--- config.mk ---
export PLATFORM = sky130hd
export DESIGN_NAME = plab3_mem_prefetch_domain_arbiter_flat
export DESIGN_NICKNAME = d
export VERILOG_FILES = /design/src/rtl/plab3_mem_prefetch_domain_arbiter_if.sv /design/src/rtl/plab3_mem_prefetch_domain_arbiter.sv /design/src/flat_wrapper.sv
export SDC_FILE = /design/constraint.sdc
export NUM_CORES = 1
export LEC_CHECK = 0
export ABC_AREA = 1
export BUFFER_PORTS_ARGS = -buffer_cell sky130_fd_sc_hd__clkbuf_2
export CAP_MARGIN = 0
export CELL_PAD_IN_SITES_DETAIL_PLACEMENT = 0
export CELL_PAD_IN_SITES_GLOBAL_PLACEMENT = 1
export CORE_MARGIN = 5
export CORE_UTILIZATION = 23
export CTS_CLUSTER_DIAMETER = 100
export DETAILED_ROUTE_END_ITERATION = 10
export PLACE_DENSITY = 0.75
export SKIP_LAST_GASP = 1
export SYNTH_ARGS = -nofsm -noshare
export SYNTH_HDL_FRONTEND = slang
export SYNTH_SLANG_ARGS = --single-unit
--- constraint.sdc ---
create_clock -name clk -period 1.3 [get_ports clk]
set_input_delay 0.065 -clock clk [delete_from_list [all_inputs] [get_ports clk]]
set_output_delay 0.065 -clock clk [all_outputs]
set_load 0.05 [all_outputs]
--- src/rtl/plab3_mem_prefetch_domain_arbiter_if.sv ---
// Memory-port bundle (request, response, found status, domain) shared by the requester
// ports and the prefetch-buffer port of plab3_mem_prefetch_domain_arbiter.
interface plab3_mem_prefetch_domain_arbiter_if #(
   parameter int unsigned p_opaque_nbits = 8,
   parameter int unsigned abw            = 32,
   parameter int unsigned dbw            = 32
);
   // Field layout: type(3) opaque addr len data / type(3) opaque test(2) len data
   localparam int unsigned req_nbits  = 3 + p_opaque_nbits + abw + $clog2(dbw/8) + dbw;
   localparam int unsigned resp_nbits = 3 + p_opaque_nbits + 2 + $clog2(dbw/8) + dbw;

   logic [req_nbits-1:0]  req_msg;
   logic                  req_val;
   logic                  req_rdy;
   logic [resp_nbits-1:0] resp_msg;
   logic                  resp_val;
   logic                  resp_rdy;
   logic [1:0]            found;
   logic                  domain;

   modport master (
      output req_msg, req_val, resp_rdy, domain,
      input  req_rdy, resp_msg, resp_val, found
   );

   modport slave (
      input  req_msg, req_val, resp_rdy, domain,
      output req_rdy, resp_msg, resp_val, found
   );
endinterface

--- src/rtl/plab3_mem_prefetch_domain_arbiter.sv ---
// Two-domain arbiter in front of one plab3 prefetch buffer, one transaction outstanding.
// Define PLAB3_MEM_PFB_ARB_FIXED_SLOT_EN for time-division slots instead of round-robin.
module plab3_mem_prefetch_domain_arbiter #(
   parameter int unsigned p_opaque_nbits = 8,
   parameter int unsigned abw            = 32,
   parameter int unsigned dbw            = 32,
   parameter int unsigned p_slot_cycles  = 16
) (
   input logic clk,
   input logic reset,
   plab3_mem_prefetch_domain_arbiter_if.slave  req0,
   plab3_mem_prefetch_domain_arbiter_if.slave  req1,
   plab3_mem_prefetch_domain_arbiter_if.master pfb
);
   localparam int unsigned req_nbits = 3 + p_opaque_nbits + abw + $clog2(dbw/8) + dbw;

   localparam logic [1:0] STATE_IDLE  = 2'd0;
   localparam logic [1:0] STATE_ISSUE = 2'd1;
   localparam logic [1:0] STATE_WAIT  = 2'd2;

   logic [1:0]           state_q, state_d;
   logic                 owner_q, owner_d;
   logic                 ptr_q, ptr_d;
   logic [req_nbits-1:0] req_reg_q, req_reg_d;

   logic grant;
   logic grant_ok;

`ifdef PLAB3_MEM_PFB_ARB_FIXED_SLOT_EN
   localparam int unsigned cnt_nbits = (p_slot_cycles > 2) ? $clog2(p_slot_cycles) : 1;
   localparam logic [cnt_nbits-1:0] cnt_last = cnt_nbits'(p_slot_cycles - 1);

   logic [cnt_nbits-1:0] slot_cnt_q, slot_cnt_d;
   logic                 slot_owner_q, slot_owner_d;

   // Counter parks on its last value while busy, so a slot never ends mid-transaction.
   always_comb begin
      slot_cnt_d   = slot_cnt_q;
      slot_owner_d = slot_owner_q;
      if (slot_cnt_q != cnt_last) begin
         slot_cnt_d = slot_cnt_q + 1'b1;
      end else if (state_q == STATE_IDLE) begin
         slot_cnt_d   = '0;
         slot_owner_d = ~slot_owner_q;
      end
   end

   always_ff @(posedge clk or negedge reset) begin
      if (!reset) begin
         slot_cnt_q   <= '0;
         slot_owner_q <= 1'b0;
      end else begin
         slot_cnt_q   <= slot_cnt_d;
         slot_owner_q <= slot_owner_d;
      end
   end

   // Last cycle of a slot cannot accept: the issue would spill into the next slot.
   assign grant    = slot_owner_q;
   assign grant_ok = (slot_cnt_q != cnt_last);
`else
   assign grant    = (req0.req_val && req1.req_val) ? ptr_q : req1.req_val;
   assign grant_ok = 1'b1;
`endif

   always_comb begin
      state_d   = state_q;
      owner_d   = owner_q;
      ptr_d     = ptr_q;
      req_reg_d = req_reg_q;

      req0.req_rdy  = 1'b0;
      req1.req_rdy  = 1'b0;
      req0.resp_val = 1'b0;
      req1.resp_val = 1'b0;
      req0.resp_msg = '0;
      req1.resp_msg = '0;
      req0.found    = 2'b00;
      req1.found    = 2'b00;
      pfb.req_val   = 1'b0;
      pfb.resp_rdy  = 1'b0;
      pfb.req_msg   = req_reg_q;
      pfb.domain    = owner_q;

      unique case (state_q)
         STATE_IDLE: begin
            if (reset && grant_ok) begin
               req0.req_rdy = ~grant;
               req1.req_rdy = grant;
               if (grant ? req1.req_val : req0.req_val) begin
                  req_reg_d = grant ? req1.req_msg : req0.req_msg;
                  owner_d   = grant;
                  state_d   = STATE_ISSUE;
               end
            end
         end
         STATE_ISSUE: begin
            pfb.req_val = 1'b1;
            if (pfb.req_rdy) state_d = STATE_WAIT;
         end
         STATE_WAIT: begin
            // Non-owner sees an all-zero response so nothing leaks across domains.
            if (owner_q) begin
               req1.resp_val = pfb.resp_val;
               req1.resp_msg = pfb.resp_msg;
               req1.found    = pfb.found;
               pfb.resp_rdy  = req1.resp_rdy;
            end else begin
               req0.resp_val = pfb.resp_val;
               req0.resp_msg = pfb.resp_msg;
               req0.found    = pfb.found;
               pfb.resp_rdy  = req0.resp_rdy;
            end
            if (pfb.resp_val && pfb.resp_rdy) begin
               ptr_d   = ~owner_q;
               state_d = STATE_IDLE;
            end
         end
         default: state_d = STATE_IDLE;
      endcase
   end

   always_ff @(posedge clk or negedge reset) begin
      if (!reset) begin
         state_q   <= STATE_IDLE;
         owner_q   <= 1'b0;
         ptr_q     <= 1'b0;
         req_reg_q <= '0;
      end else begin
         state_q   <= state_d;
         owner_q   <= owner_d;
         ptr_q     <= ptr_d;
         req_reg_q <= req_reg_d;
      end
   end
endmodule

--- src/flat_wrapper.sv ---
// flat-port wrapper written by rule: the top's interface ports become plain ports
module plab3_mem_prefetch_domain_arbiter_flat 
#(
   parameter int unsigned p_opaque_nbits = 8,
   parameter int unsigned abw            = 32,
   parameter int unsigned dbw            = 32,
   parameter int unsigned p_slot_cycles  = 16
)
  (clk, reset, req0_req_msg, req0_req_val, req0_resp_rdy, req0_domain, req0_req_rdy, req0_resp_msg, req0_resp_val, req0_found, req1_req_msg, req1_req_val, req1_resp_rdy, req1_domain, req1_req_rdy, req1_resp_msg, req1_resp_val, req1_found, pfb_req_msg, pfb_req_val, pfb_resp_rdy, pfb_domain, pfb_req_rdy, pfb_resp_msg, pfb_resp_val, pfb_found);
  plab3_mem_prefetch_domain_arbiter_if #(.p_opaque_nbits(p_opaque_nbits), .abw(abw), .dbw(dbw)) req0_i ();
  plab3_mem_prefetch_domain_arbiter_if #(.p_opaque_nbits(p_opaque_nbits), .abw(abw), .dbw(dbw)) req1_i ();
  plab3_mem_prefetch_domain_arbiter_if #(.p_opaque_nbits(p_opaque_nbits), .abw(abw), .dbw(dbw)) pfb_i ();
  input logic clk;
  input logic reset;
  input wire logic [$bits(req0_i.req_msg)-1:0] req0_req_msg;
  input wire logic [$bits(req0_i.req_val)-1:0] req0_req_val;
  input wire logic [$bits(req0_i.resp_rdy)-1:0] req0_resp_rdy;
  input wire logic [$bits(req0_i.domain)-1:0] req0_domain;
  output wire logic [$bits(req0_i.req_rdy)-1:0] req0_req_rdy;
  output wire logic [$bits(req0_i.resp_msg)-1:0] req0_resp_msg;
  output wire logic [$bits(req0_i.resp_val)-1:0] req0_resp_val;
  output wire logic [$bits(req0_i.found)-1:0] req0_found;
  input wire logic [$bits(req1_i.req_msg)-1:0] req1_req_msg;
  input wire logic [$bits(req1_i.req_val)-1:0] req1_req_val;
  input wire logic [$bits(req1_i.resp_rdy)-1:0] req1_resp_rdy;
  input wire logic [$bits(req1_i.domain)-1:0] req1_domain;
  output wire logic [$bits(req1_i.req_rdy)-1:0] req1_req_rdy;
  output wire logic [$bits(req1_i.resp_msg)-1:0] req1_resp_msg;
  output wire logic [$bits(req1_i.resp_val)-1:0] req1_resp_val;
  output wire logic [$bits(req1_i.found)-1:0] req1_found;
  output wire logic [$bits(pfb_i.req_msg)-1:0] pfb_req_msg;
  output wire logic [$bits(pfb_i.req_val)-1:0] pfb_req_val;
  output wire logic [$bits(pfb_i.resp_rdy)-1:0] pfb_resp_rdy;
  output wire logic [$bits(pfb_i.domain)-1:0] pfb_domain;
  input wire logic [$bits(pfb_i.req_rdy)-1:0] pfb_req_rdy;
  input wire logic [$bits(pfb_i.resp_msg)-1:0] pfb_resp_msg;
  input wire logic [$bits(pfb_i.resp_val)-1:0] pfb_resp_val;
  input wire logic [$bits(pfb_i.found)-1:0] pfb_found;
  assign req0_i.req_msg = req0_req_msg;
  assign req0_i.req_val = req0_req_val;
  assign req0_i.resp_rdy = req0_resp_rdy;
  assign req0_i.domain = req0_domain;
  assign req0_req_rdy = req0_i.req_rdy;
  assign req0_resp_msg = req0_i.resp_msg;
  assign req0_resp_val = req0_i.resp_val;
  assign req0_found = req0_i.found;
  assign req1_i.req_msg = req1_req_msg;
  assign req1_i.req_val = req1_req_val;
  assign req1_i.resp_rdy = req1_resp_rdy;
  assign req1_i.domain = req1_domain;
  assign req1_req_rdy = req1_i.req_rdy;
  assign req1_resp_msg = req1_i.resp_msg;
  assign req1_resp_val = req1_i.resp_val;
  assign req1_found = req1_i.found;
  assign pfb_req_msg = pfb_i.req_msg;
  assign pfb_req_val = pfb_i.req_val;
  assign pfb_resp_rdy = pfb_i.resp_rdy;
  assign pfb_domain = pfb_i.domain;
  assign pfb_i.req_rdy = pfb_req_rdy;
  assign pfb_i.resp_msg = pfb_resp_msg;
  assign pfb_i.resp_val = pfb_resp_val;
  assign pfb_i.found = pfb_found;
  plab3_mem_prefetch_domain_arbiter #(.p_opaque_nbits(p_opaque_nbits), .abw(abw), .dbw(dbw), .p_slot_cycles(p_slot_cycles)) u_core (.clk(clk), .reset(reset), .req0(req0_i), .req1(req1_i), .pfb(pfb_i));
endmodule
==> reports/results.tsv, run 1 <==
stage	metric	value	unit
run_status	status	complete, but fails checks	
run_status	violated checks	negative setup slack	
sta	clk_skew	0.0126	ns
floorplanning	die height	161	µm
routing	via/cell ratio	4.30	
job	maxcap violations	0	
yosys	post-synthesis sequential area ratio	38.6	%
yosys	Post-Syn Area	0.00526	mm²
worst_setup_path	sequence of cells on the critical path	inv_2, nand2_2, or2_4, clkbuf_16, nor2_4, buf_12	
grt	first-pass GRT wire length	40.0	mm
clocking	register clock-pin slew on the reported worst setup and hold paths	0.07	ns
placed_design	dpl cells	1523	
yosys	post-synthesis cell type count	20	
worst_setup_path	CP Capture Point	req0_resp_msg[14]	
power_and_ir_drop	Reg power frac	19.3	%
floorplanning	row cnt	55	
grt	number of antenna violations at the first check in global routing	2	
floorplanning	DIE AREA	0.0260	mm²
yosys	number of synthesized register bits	81	
routing	Detailed Routing Iterations Pass 1	4	
sta	setup ws final	-0.421	ns
sta	Fin. Hold Viols	0	
power_and_ir_drop	sw power	0.0123	W
cells_and_area	fin util	50.4	%
worst_setup_path	CP Max Fanout	9	
worst_setup_path	RR Endpoint	u_core.pfb.req_msg[38]$_DFFE_PN0P_	
cells_and_area	share of layout cells above drive strength 1	47.8	%
clocking	later-pin clock latency in the skew report	0.34	ns
routing	via count	6830	
clocking	root buf cell	clkbuf_16	
cells_and_area	final-layout fill cell count	2123	
cells_and_area	Register Area	0.00203	mm²
clocking	H-tree depth	3	
power_and_ir_drop	Switching Share	53.2	%
yosys	Yosys Warn Count	0	
worst_setup_path	CP startpoint	u_core.state_q[0]$_DFFE_PN0P_	
placed_design	dpl ws	-0.151	ns
sta	RSZ-0062 raised after global routing	true	
routing	number of nets with antenna violations after routing	0	
worst_setup_path	slowest CP cell	dfrtp_1	
sta	Final Setup Violations	183	
cells_and_area	multi-input logic area	0.00306	mm²
worst_setup_path	WP data required	1.24	ns
sta	worst hold slack	0.0276	ns
power_and_ir_drop	VDD IR max	0.00133	V
placed_design	hpwl dp	19.2	mm
clocking	clk buf depth	2	
clocking	CTS tree	built	
power_and_ir_drop	P_leak	6.31	nW
hold_path	HP Class	in2reg	
sta	minimum clock period	1.72	ns
grt	largest net degree at the start of global routing	61	
routing	DRT iter0 DRCs	337	
floorplanning	I/O pins	395	
cells_and_area	Final #Nets	1509	
clocking	clk sink count	81	
routing	Routed wire per std cell	16.9	µm
worst_setup_path	r2r setup slk	-0.27	ns
yosys	post-synth top area share	38.6	%
floorplanning	Die W	161	µm
power_and_ir_drop	Clk network pwr share	11.8	%
floorplanning	Initial Util	23.3	%
yosys	Syn Inst Count	856	
grt	grt total ovfl	0	
routing	Routed WL	26.8	mm
sta	Final Cycle Share	132	%
power_and_ir_drop	pwr/cell area	2040	mW/mm²
placed_design	Port Buf Inserts	392	
grt	GRT Util Overall	19.7	%
cells_and_area	filler-free cell count of the finished design	1587	
floorplanning	Placeable Area	0.0226	mm²
clocking	number of buffers created by CTS	9	
yosys	Area contributors post-synth	dfrtp_1, nand2_1, inv_1	
worst_setup_path	Reg2Reg Launch Point	u_core.state_q[1]$_DFFE_PN0P_	
yosys	syn nets	1069	
grt	number of global-route vias before repair	6820	
worst_setup_path	slowest stage delay, CP	0.38	ns
worst_setup_path	depth of the worst register-to-register path	10	
worst_setup_path	Setup CP Type	reg2out	
yosys	Yosys top cell by area	dfrtp_1	
worst_setup_path	crit end category	primary output	
cells_and_area	Layout area overhead	116	%
sta	worst-margin pin slew	0.731	ns
power_and_ir_drop	Logic pwr share	68.8	%
sta	final number of max-transition violations	0	
power_and_ir_drop	Int Pwr	0.0108	W
routing	DR DRC count	0	
sta	Max Fclk	0.581	GHz
worst_setup_path	Critical Path Source Type	register	
sta	slew margin rel.	51.2	%
worst_setup_path	worst endpoint data arrival time	1.66	ns
placed_design	gp weighted congestion	0.845	
yosys	mean area per synthesized cell	6.14	µm²
[registers in the layout, summed over array words and instances (netlist names)]
register / count
u_core.pfb.domain: 1
u_core.pfb.req_msg: 77
u_core.ptr_q: 1
u_core.state_q: 2
[synthesized netlist by cell type]
library cell	number
nand2_1	243
inv_1	209
nand3_1	154
nor2_1	104
dfrtp_1	81
buf_2	28
clkbuf_1	12
buf_4	7
buf_6	4
nand2_2	3
nor2_2	2
a21oi_1	1
and2_1	1
buf_1	1
nand3b_1	1
nor2_4	1
o21ai_0	1
o21ai_1	1
o31ai_1	1
or2_1	1
[timing repair]
| action | CTS | global route |
|---|---|---|
| cloned | 15 | 5 |
| hold buffers | 2 | 0 |
| setup endpoints to repair | 181 | 183 |
| setup buffers | 22 | 7 |
| hold endpoints to repair | 83 | 0 |
| resized for setup | 114 | 16 |
| pin swaps | 16 | 16 |
[layer usage]
| layer | part of all wire (%) | track usage, % | up-vias |
|---|---|---|---|
| li1 | - | - | 3383 |
| met1 | 39 | 23.2 | 3110 |
| met2 | 51 | 34.3 | 298 |
| met3 | 7.5 | 5.38 | 37 |
| met4 | 3.0 | 7.60 | 2 |
| met5 | 0.049 | 0 | - |
[layout make-up]
cell class                 instances  share of cell area (%)
multi-input combinational        515                    26.9
inverter                         209                    6.95
clock inverter                     6                   0.638
antenna                            1                  0.0220
clock buffer                      10                    2.10
timing repair buffer             480                    42.4
sequential                        81                    17.8
tap                              285                    3.14
[cells by family (layout without fill, tap and decap cells)]
kind of cell	after synthesis	in the layout	share of synthesized area (%)
flip-flops	81	81	38.6
AO/OA/AOI/OAI	4	4	0.428
buffers and inverters	261	705	20.4
other	0	1	0
AND/OR/NAND/NOR	510	511	40.6
[stage by stage]
stage	setup TNS (ns)	power (W)	instance area, µm²
6_report	-56.57	0.0231	11400
2_1_floorplan	-9.07	0.0135	6040
3_5_place_dp	-13.07	0.0183	9730
3_3_place_gp	-12.05	0.0182	9730
5_1_grt	-71.12	0.0244	11400
4_1_cts	-59.20	0.0230	11100
[power by group through the flow]
stage               combinational [W]  clock [W]  sequential (W)
global route                   0.0168    0.00293         0.00465
global placement               0.0137          0         0.00450
CTS                            0.0157    0.00284         0.00449
floorplan                     0.00497          0         0.00856
detailed placement             0.0138          0         0.00448
finish                         0.0159    0.00273         0.00448
[cells in the final DEF (no fill, tap or decap), types with 2 or more instances in the layout]
cell type      synthesis  final
clkbuf_2               0    286
inv_1                209    207
nand2_8                0      3
nand2_1              243    240
nor2_4                 1    104
clkbuf_8               0     23
buf_8                  0      2
nor2_1               104      2
nand3_1              154    144
nand3_2                0     10
dlygate4sd3_1          0      2
buf_6                  4     19
buf_16                 0     16
clkbuf_16              0     14
buf_4                  7     24
buf_12                 0    102
o21ai_1                1      2
dfrtp_1               81     80
inv_6                  0      4
nand2_2                3      3
[critical path, delay by kind of cell (launching register included)]
| family | cells | cell delay [ns] |
|---|---|---|
| AND/OR/NAND/NOR | 3 | 0.50 |
| buffers and inverters | 3 | 0.44 |
| flip-flops | 1 | 0.38 |
[worst min path at each step]
| stage | start | end | slack (ns) | depth (start not counted) |
|---|---|---|---|---|
| global route | req0_req_msg[76] | u_core.pfb.req_msg[76]$_DFFE_PN0P_ | 0.04 | 5 |
| finish | req0_req_msg[62] | u_core.pfb.req_msg[62]$_DFFE_PN0P_ | 0.03 | 5 |
| detailed placement | reset | u_core.pfb.req_msg[53]$_DFFE_PN0P_ | 0.16 | 2 |
| CTS | pfb_resp_val | u_core.state_q[1]$_DFFE_PN0P_ | 0.008 | 4 |
| global placement | reset | u_core.pfb.req_msg[53]$_DFFE_PN0P_ | 0.15 | 2 |
| floorplan | reset | u_core.pfb.domain$_DFFE_PN0P_ | -0.23 | 0 |
Power figures use the tool's default switching activity.
==> run 2: changes to the inputs <==
--- a/config.mk
+++ b/config.mk
@@ -19,3 +19,4 @@
 export SYNTH_ARGS = -nofsm -noshare
 export SYNTH_HDL_FRONTEND = slang
 export SYNTH_SLANG_ARGS = --single-unit
+export TNS_END_PERCENT = 50
==> reports/results.tsv, run 2 (same netlist as run 1, synthesis figures left out) <==
stage	metric	value	unit	change
clocking	CTS tree	built		
clocking	register clock-pin slew on the reported worst setup and hold paths	0.07	ns	about the same
routing	DRT iter0 DRCs	373		+11%
sta	worst-margin pin slew	0.472	ns	-0.259 ns
floorplanning	I/O pins	395		unchanged
sta	Final Setup Violations	183		unchanged
placed_design	gp weighted congestion	0.826		-2.3%
floorplanning	Placeable Area	0.0226	mm²	unchanged
power_and_ir_drop	pwr/cell area	2050	mW/mm²	+0.85%
clocking	clk sink count	81		unchanged
worst_setup_path	Reg2Reg Launch Point	u_core.state_q[0]$_DFFE_PN0P_		
worst_setup_path	CP Capture Point	req0_resp_msg[6]		
grt	first-pass GRT wire length	38.3	mm	-4.4%
grt	largest net degree at the start of global routing	82		+34%
routing	DR DRC count	0		unchanged
worst_setup_path	Critical Path Source Type	register		
clocking	later-pin clock latency in the skew report	0.34	ns	about the same
worst_setup_path	RR Endpoint	u_core.pfb.req_msg[68]$_DFFE_PN0P_		
worst_setup_path	slowest stage delay, CP	0.39	ns	about the same
cells_and_area	share of layout cells above drive strength 1	44.8	%	-3.0 points
sta	Fin. Hold Viols	0		unchanged
power_and_ir_drop	Switching Share	55.3	%	+2.2 points
placed_design	post-place instance area	0.00895	mm²	-8.1%
worst_setup_path	sequence of cells on the critical path	inv_2, nand2_2, or2_4, buf_6, buf_16, nor2_4, buf_8		
clocking	clk buf depth	2		unchanged
grt	grt total ovfl	0		unchanged
routing	Routed WL	25.3	mm	-5.7%
sta	slew margin rel.	68.5	%	+17 points
worst_setup_path	CP Max Fanout	7		-2
worst_setup_path	slowest CP cell	dfrtp_1		
power_and_ir_drop	Clk network pwr share	11.2	%	-0.6 points
sta	clk_skew	0.00990	ns	-0.00267 ns
run_status	violated checks	negative setup slack		
cells_and_area	most frequent cells in the layout	clkbuf_2, nand2_1, inv_1		
routing	via count	6585		-3.6%
power_and_ir_drop	Reg power frac	21.1	%	+1.8 points
clocking	H-tree depth	3		unchanged
grt	number of antenna violations at the first check in global routing	3		+1
routing	number of nets with antenna violations after routing	0		unchanged
clocking	number of buffers created by CTS	9		unchanged
cells_and_area	Layout area overhead	95.2	%	
worst_setup_path	r2r setup slk	-0.21	ns	+0.06 ns
cells_and_area	final-layout fill cell count	2233		+5.2%
worst_setup_path	worst endpoint data arrival time	1.71	ns	+0.05 ns
hold_path	HP Class	in2reg		
floorplanning	Die W	161	µm	unchanged
worst_setup_path	Setup CP Type	reg2out		
cells_and_area	Final Cell Area	0.0103	mm²	-9.8%
sta	setup TNS	-57.09	ns	-0.517 ns
routing	via/cell ratio	4.26		-1.0%
sta	RSZ-0062 raised after global routing	true		
power_and_ir_drop	sw power	0.0117	W	-5.3%
floorplanning	Initial Util	23.3	%	unchanged
cells_and_area	max FFs per register	77		unchanged
worst_setup_path	depth of the worst register-to-register path	7		-3
cells_and_area	Final #Nets	1468		-2.7%
sta	final number of max-transition violations	0		unchanged
floorplanning	die height	161	µm	unchanged
job	maxcap violations	0		unchanged
worst_setup_path	CP startpoint	u_core.state_q[0]$_DFFE_PN0P_		
placed_design	hpwl dp	18.4	mm	-4.1%
power_and_ir_drop	VDD IR max	0.00124	V	-6.5%
clocking	root buf cell	clkbuf_16		
routing	Detailed Routing Iterations Pass 1	4		unchanged
sta	Max Fclk	0.565	GHz	-2.8%
grt	GRT Util Overall	18.8	%	-0.95 points
routing	Routed wire per std cell	16.3	µm	-3.2%
power_and_ir_drop	Logic pwr share	67.7	%	-1.1 points
placed_design	Port Buf Inserts	392		unchanged
run_status	status	complete, but fails checks		
power_and_ir_drop	Int Pwr	0.00941	W	-13%
power_and_ir_drop	P_leak	5.90	nW	-6.6%
worst_setup_path	WP data required	1.24	ns	about the same
sta	minimum clock period	1.77	ns	+0.0499 ns
grt	number of global-route vias before repair	6646		-2.6%
sta	setup ws final	-0.471	ns	-0.0499 ns
cells_and_area	most common cell after layout, fill and taps aside	clkbuf_2		
floorplanning	DIE AREA	0.0260	mm²	unchanged
worst_setup_path	crit end category	primary output		
sta	Final Cycle Share	136	%	+3.8 points
floorplanning	row cnt	55		unchanged
run 2: cell count changes in the layout (fill, tap and decap cells not counted), sizes merged:
cell,before,now
buf,164,137
bufbuf,1,0
bufinv,1,0
clkbuf,323,310
clkinv,1,3
diode,1,2
dlygate4sd3,2,3
inv,212,210
nand2,247,246
run 2: repair_timing:
item,4_1_cts,5_1_grt
cloned,7,4
pin swaps,5,3
endpoints found under the hold margin,83,0
hold buffers,3,0
endpoints found under the setup margin,182,183
setup buffers,7,0
resized for setup,141,46
run 2: worst min path at each step:
stage | cells after the start | to | start | slack, ns
after CTS | 5 | u_core.pfb.req_msg[59]$_DFFE_PN0P_ | req0_req_msg[59] | 0.002
after floorplan | 0 | u_core.pfb.domain$_DFFE_PN0P_ | reset | -0.23
after global placement | 2 | u_core.pfb.req_msg[14]$_DFFE_PN0P_ | reset | 0.18
final | 5 | u_core.pfb.req_msg[59]$_DFFE_PN0P_ | req0_req_msg[59] | 0.02
after global routing | 5 | u_core.pfb.req_msg[59]$_DFFE_PN0P_ | req0_req_msg[59] | 0.03
after detailed placement | 2 | u_core.pfb.req_msg[41]$_DFFE_PN0P_ | reset | 0.18
run 2: routing by layer:
metal / wire (µm) / part of all wire (%) / vias to the layer above / GRT usage [%]
met5: 7 / 0.028 / - / 0
met4: 988 / 3.9 / 2 / 6.94
met3: 1730 / 6.8 / 46 / 4.24
met2: 12900 / 51 / 281 / 33.7
met1: 9670 / 38 / 2975 / 21.9
li1: - / - / 3281 / -
run 2: metrics by stage:
stage               hold slack (ns)  setup slack (ns)  utilization (%)  instances  total power, W
floorplan                    -0.231            -0.219                -        856          0.0134
global placement              0.181            -0.173             39.6       1508          0.0173
detailed placement            0.181            -0.187             39.6       1508          0.0174
CTS                         0.00178            -0.480             44.8       1540          0.0210
global route                 0.0287            -0.557             45.4       1546          0.0223
finish                       0.0176            -0.471             45.4       1546          0.0211
run 2: layout make-up:
type,count,area [µm²],share of cell area [%]
repair buffers,440,3990,38.9
multi-input cells,514,2830,27.6
flip-flops and latches,81,2030,19.8
inverters,209,785,7.65
well taps,285,357,3.48
clock buffers,10,229,2.23
clock inverters,5,31.3,0.305
diodes,2,5.00,0.0488
run 2: critical path: cells and delay by family (launching register included):
family / cells / cell delay, ns
AND/OR/NAND/NOR: 3 / 0.45
flip-flops: 1 / 0.39
buffers and inverters: 4 / 0.52
run 2: power groups by stage:
stage                     Combinational [W]  Sequential (W)  Clock, W
after floorplan                     0.00479         0.00856         0
after global placement               0.0129         0.00444         0
after detailed placement             0.0130         0.00444         0
after CTS                            0.0141         0.00444   0.00246
after global routing                 0.0151         0.00460   0.00256
final                                0.0143         0.00443   0.00236
==> run 3: changes to the inputs <==
--- a/config.mk
+++ b/config.mk
@@ -5,16 +5,16 @@
 export SDC_FILE = /design/constraint.sdc
 export NUM_CORES = 1
 export LEC_CHECK = 0
-export ABC_AREA = 1
+export ABC_AREA = 0
 export BUFFER_PORTS_ARGS = -buffer_cell sky130_fd_sc_hd__clkbuf_2
 export CAP_MARGIN = 0
 export CELL_PAD_IN_SITES_DETAIL_PLACEMENT = 0
 export CELL_PAD_IN_SITES_GLOBAL_PLACEMENT = 1
-export CORE_MARGIN = 5
-export CORE_UTILIZATION = 23
+export CORE_AREA = 5 5 149 151
 export CTS_CLUSTER_DIAMETER = 100
 export DETAILED_ROUTE_END_ITERATION = 10
-export PLACE_DENSITY = 0.75
+export DIE_AREA = 0 0 154 156
+export PLACE_DENSITY = 0.7
 export SKIP_LAST_GASP = 1
 export SYNTH_ARGS = -nofsm -noshare
 export SYNTH_HDL_FRONTEND = slang
==> reports/results.tsv, run 3 <==
stage	metric	value	unit	change
grt	number of antenna violations at the first check in global routing	0		-3
routing	Routed wire per std cell	21.3	µm	+30%
cells_and_area	ANT cells	0		-2
grt	GR peak layer	met2		
worst_setup_path	CP startpoint	u_core.state_q[0]$_DFFE_PN0P_		
floorplanning	DIE AREA	0.0240	mm²	-7.5%
clocking	later-pin clock latency in the skew report	0.34	ns	about the same
clocking	clk buf depth	2		unchanged
yosys	post-synth top area share	46.0	%	+7.4 points
grt	met3 usage	5.13	%	+0.90 points
cells_and_area	share of layout cells above drive strength 1	69.0	%	+24 points
yosys	async set-reset flop share out of synthesis	100	%	unchanged
yosys	Area contributors post-synth	dfrtp_1, a2bb2oi_1, o32ai_1		
yosys	post-synthesis cell type count	23		+15%
sta	clk_skew	0.00811	ns	-0.00179 ns
worst_setup_path	Reg2Reg Launch Point	u_core.state_q[0]$_DFFE_PN0P_		
clocking	register clock-pin slew on the reported worst setup and hold paths	0.07	ns	about the same
floorplanning	I/O pins	395		unchanged
clocking	CTS tree	built		
yosys	Post-Syn Area	0.00441	mm²	-16%
sta	worst-margin pin slew	0.451	ns	-0.0208 ns
grt	number of global-route vias before repair	5462		-18%
sta	Fin. Hold Viols	0		unchanged
cells_and_area	most common cell after layout, fill and taps aside	clkbuf_2		
power_and_ir_drop	pwr/cell area	2410	mW/mm²	+18%
routing	Detailed Routing Iterations Pass 1	4		unchanged
sta	RSZ-0062 raised after global routing	true		
grt	first-pass GRT wire length	33.0	mm	-14%
clocking	H-tree depth	3		unchanged
clocking	clk sink count	81		unchanged
placed_design	dpl cells	1052		-30%
worst_setup_path	worst endpoint data arrival time	1.60	ns	-0.11 ns
placed_design	gp weighted congestion	0.767		-7.2%
worst_setup_path	Setup CP Type	reg2out		
yosys	Yosys top cell by area	dfrtp_1		
sta	setup ws final	-0.367	ns	+0.104 ns
worst_setup_path	CP Max Fanout	8		+1
routing	via count	5146		-22%
hold_path	HP Class	in2reg		
floorplanning	Initial Util	21.3	%	-2.0 points
power_and_ir_drop	VDD IR max	0.00116	V	-6.4%
routing	DRT iter0 DRCs	189		-49%
run_status	violated checks	negative setup slack		
grt	GRT Util Overall	17.8	%	-0.97 points
cells_and_area	Final #Nets	1021		-30%
worst_setup_path	Critical Path Source Type	register		
cells_and_area	most frequent cells in the layout	clkbuf_2, and2_4, buf_12		
yosys	Post-synth EDFFs	0		unchanged
yosys	number of synthesized register bits	81		unchanged
yosys	top post-synthesis cells by count	and2_1, dfrtp_1, a2bb2oi_1, o32ai_1, clkbuf_1		
job	maxcap violations	0		unchanged
routing	DR DRC count	0		unchanged
worst_setup_path	WP data required	1.24	ns	about the same
yosys	Synth Flop Type	dfrtp_1		
floorplanning	Placeable Area	0.0207	mm²	-8.3%
cells_and_area	filler-free cell count of the finished design	1088		-30%
run_status	status	complete, but fails checks		
sta	minimum clock period	1.67	ns	-0.104 ns
routing	via/cell ratio	4.73		+11%
power_and_ir_drop	Final Total Pwr	0.0225	W	+7.0%
grt	global-route met2 utilization	31.0	%	-2.7 points
clocking	root buf cell	clkbuf_16		
yosys	most frequent cell after synthesis	and2_1		
floorplanning	die height	156	µm	-3.2%
yosys	post-synthesis sequential area ratio	46.0	%	+7.4 points
cells_and_area	final-layout fill cell count	1894		-15%
sta	Final Setup Violations	183		unchanged
sta	Final Cycle Share	128	%	-8.0 points
placed_design	Port Buf Inserts	392		unchanged
floorplanning	Die W	154	µm	-4.5%
cells_and_area	Layout area overhead	112	%	
power_and_ir_drop	P_leak	4.29	nW	-27%
hold_path	worst hold start	req0_req_msg[41]		
routing	Routed WL	23.2	mm	-8.3%
yosys	syn nets	627		-41%
sta	slew margin rel.	69.9	%	+1.4 points
cells_and_area	max FFs per register	77		unchanged
grt	routing usage on met1	21.4	%	-0.49 points
worst_setup_path	crit end category	primary output		
grt	largest net degree at the start of global routing	82		unchanged
sta	Max Fclk	0.600	GHz	+6.2%
yosys	Syn Inst Count	414		-52%
yosys	Yosys Warn Count	0		unchanged
yosys	mean area per synthesized cell	10.6	µm²	+73%
grt	grt total ovfl	0		unchanged
sta	final number of max-transition violations	0		unchanged
placed_design	hpwl dp	17.3	mm	-6.1%
clocking	number of buffers created by CTS	9		unchanged
floorplanning	row cnt	53		-3.6%
routing	number of nets with antenna violations after routing	0		unchanged
-- run 3: worst paths after layout --
path,slack [ns],depth (start not counted),endpoint
max,-0.37,6,req1_resp_msg[19]
min,0.02,3,u_core.pfb.req_msg[41]$_DFFE_PN0P_
max reg2reg,-0.21,5,u_core.pfb.req_msg[5]$_DFFE_PN0P_
min reg2reg,0.54,1,u_core.pfb.req_msg[66]$_DFFE_PN0P_
max in group asynchronous,0.57,3,u_core.pfb.req_msg[65]$_DFFE_PN0P_
min in group asynchronous,0.36,3,u_core.pfb.req_msg[31]$_DFFE_PN0P_
-- run 3: cell type report --
class,count,area [µm²],share of cell area (%)
Clock buffer,9,225,2.41
Clock inverter,7,149,1.59
Inverter,3,11.3,0.121
Multi-Input combinational cell,276,2420,25.9
Sequential cell,81,2030,21.7
Tap cell,275,344,3.69
Timing Repair Buffer,437,4160,44.6
-- run 3: repair_timing --
item                                   4_1_cts  5_1_grt
endpoints found under the hold margin       87        0
pin swaps                                    2       16
hold buffers                                 6        0
gates resized for setup                     74       27
setup buffers                                6        2
cloned                                       4        4
setup endpoints to repair                  183      185
-- run 3: metal layers --
metal / vias to the layer above / wire length (µm)
met4: 0 / 285
met1: 2469 / 9140
met2: 268 / 11900
met5: - / 0
met3: 15 / 1810
li1: 2394 / -
-- run 3: kinds of logic (layout without fill, tap and decap cells) --
logic type      Yosys count  count (layout)  share of synthesized area [%]
compound gates          161             161                           31.8
flops                    81              81                           46.0
mux                       1               1                          0.227
simple gates            114             114                           16.0
buf+inv                  57             456                           5.96
-- run 3: report_power, final --
part / internal [W] / switching (W) / total, W
logic: 0.00563 / 0.00927 / 0.0149
clock network: 0.00210 / 0.00112 / 0.00322
registers: 0.00371 / 0.000713 / 0.00442
-- run 3: worst max-delay path: stages, from the launching register on --
cell and delay (ns):
dfrtp_1 0.38, nand2b_4 0.17, nor2_4 0.13, buf_6 0.14, buf_12 0.13, and2_4 0.17
buf_12 0.13
-- run 3: stage by stage --
stage	hold slack, ns	area (µm²)	setup TNS [ns]	setup WS, ns	utilization (%)
finish	0.0207	9340	-47.13	-0.367	45.1
global route	0.0143	9340	-64.19	-0.452	45.1
CTS	0.000435	9220	-50.68	-0.398	44.5
detailed placement	0.154	8220	-17.45	-0.198	39.7
global placement	0.168	8220	-13.80	-0.144	39.7
floorplan	-0.231	4680	-3.65	-0.142	-
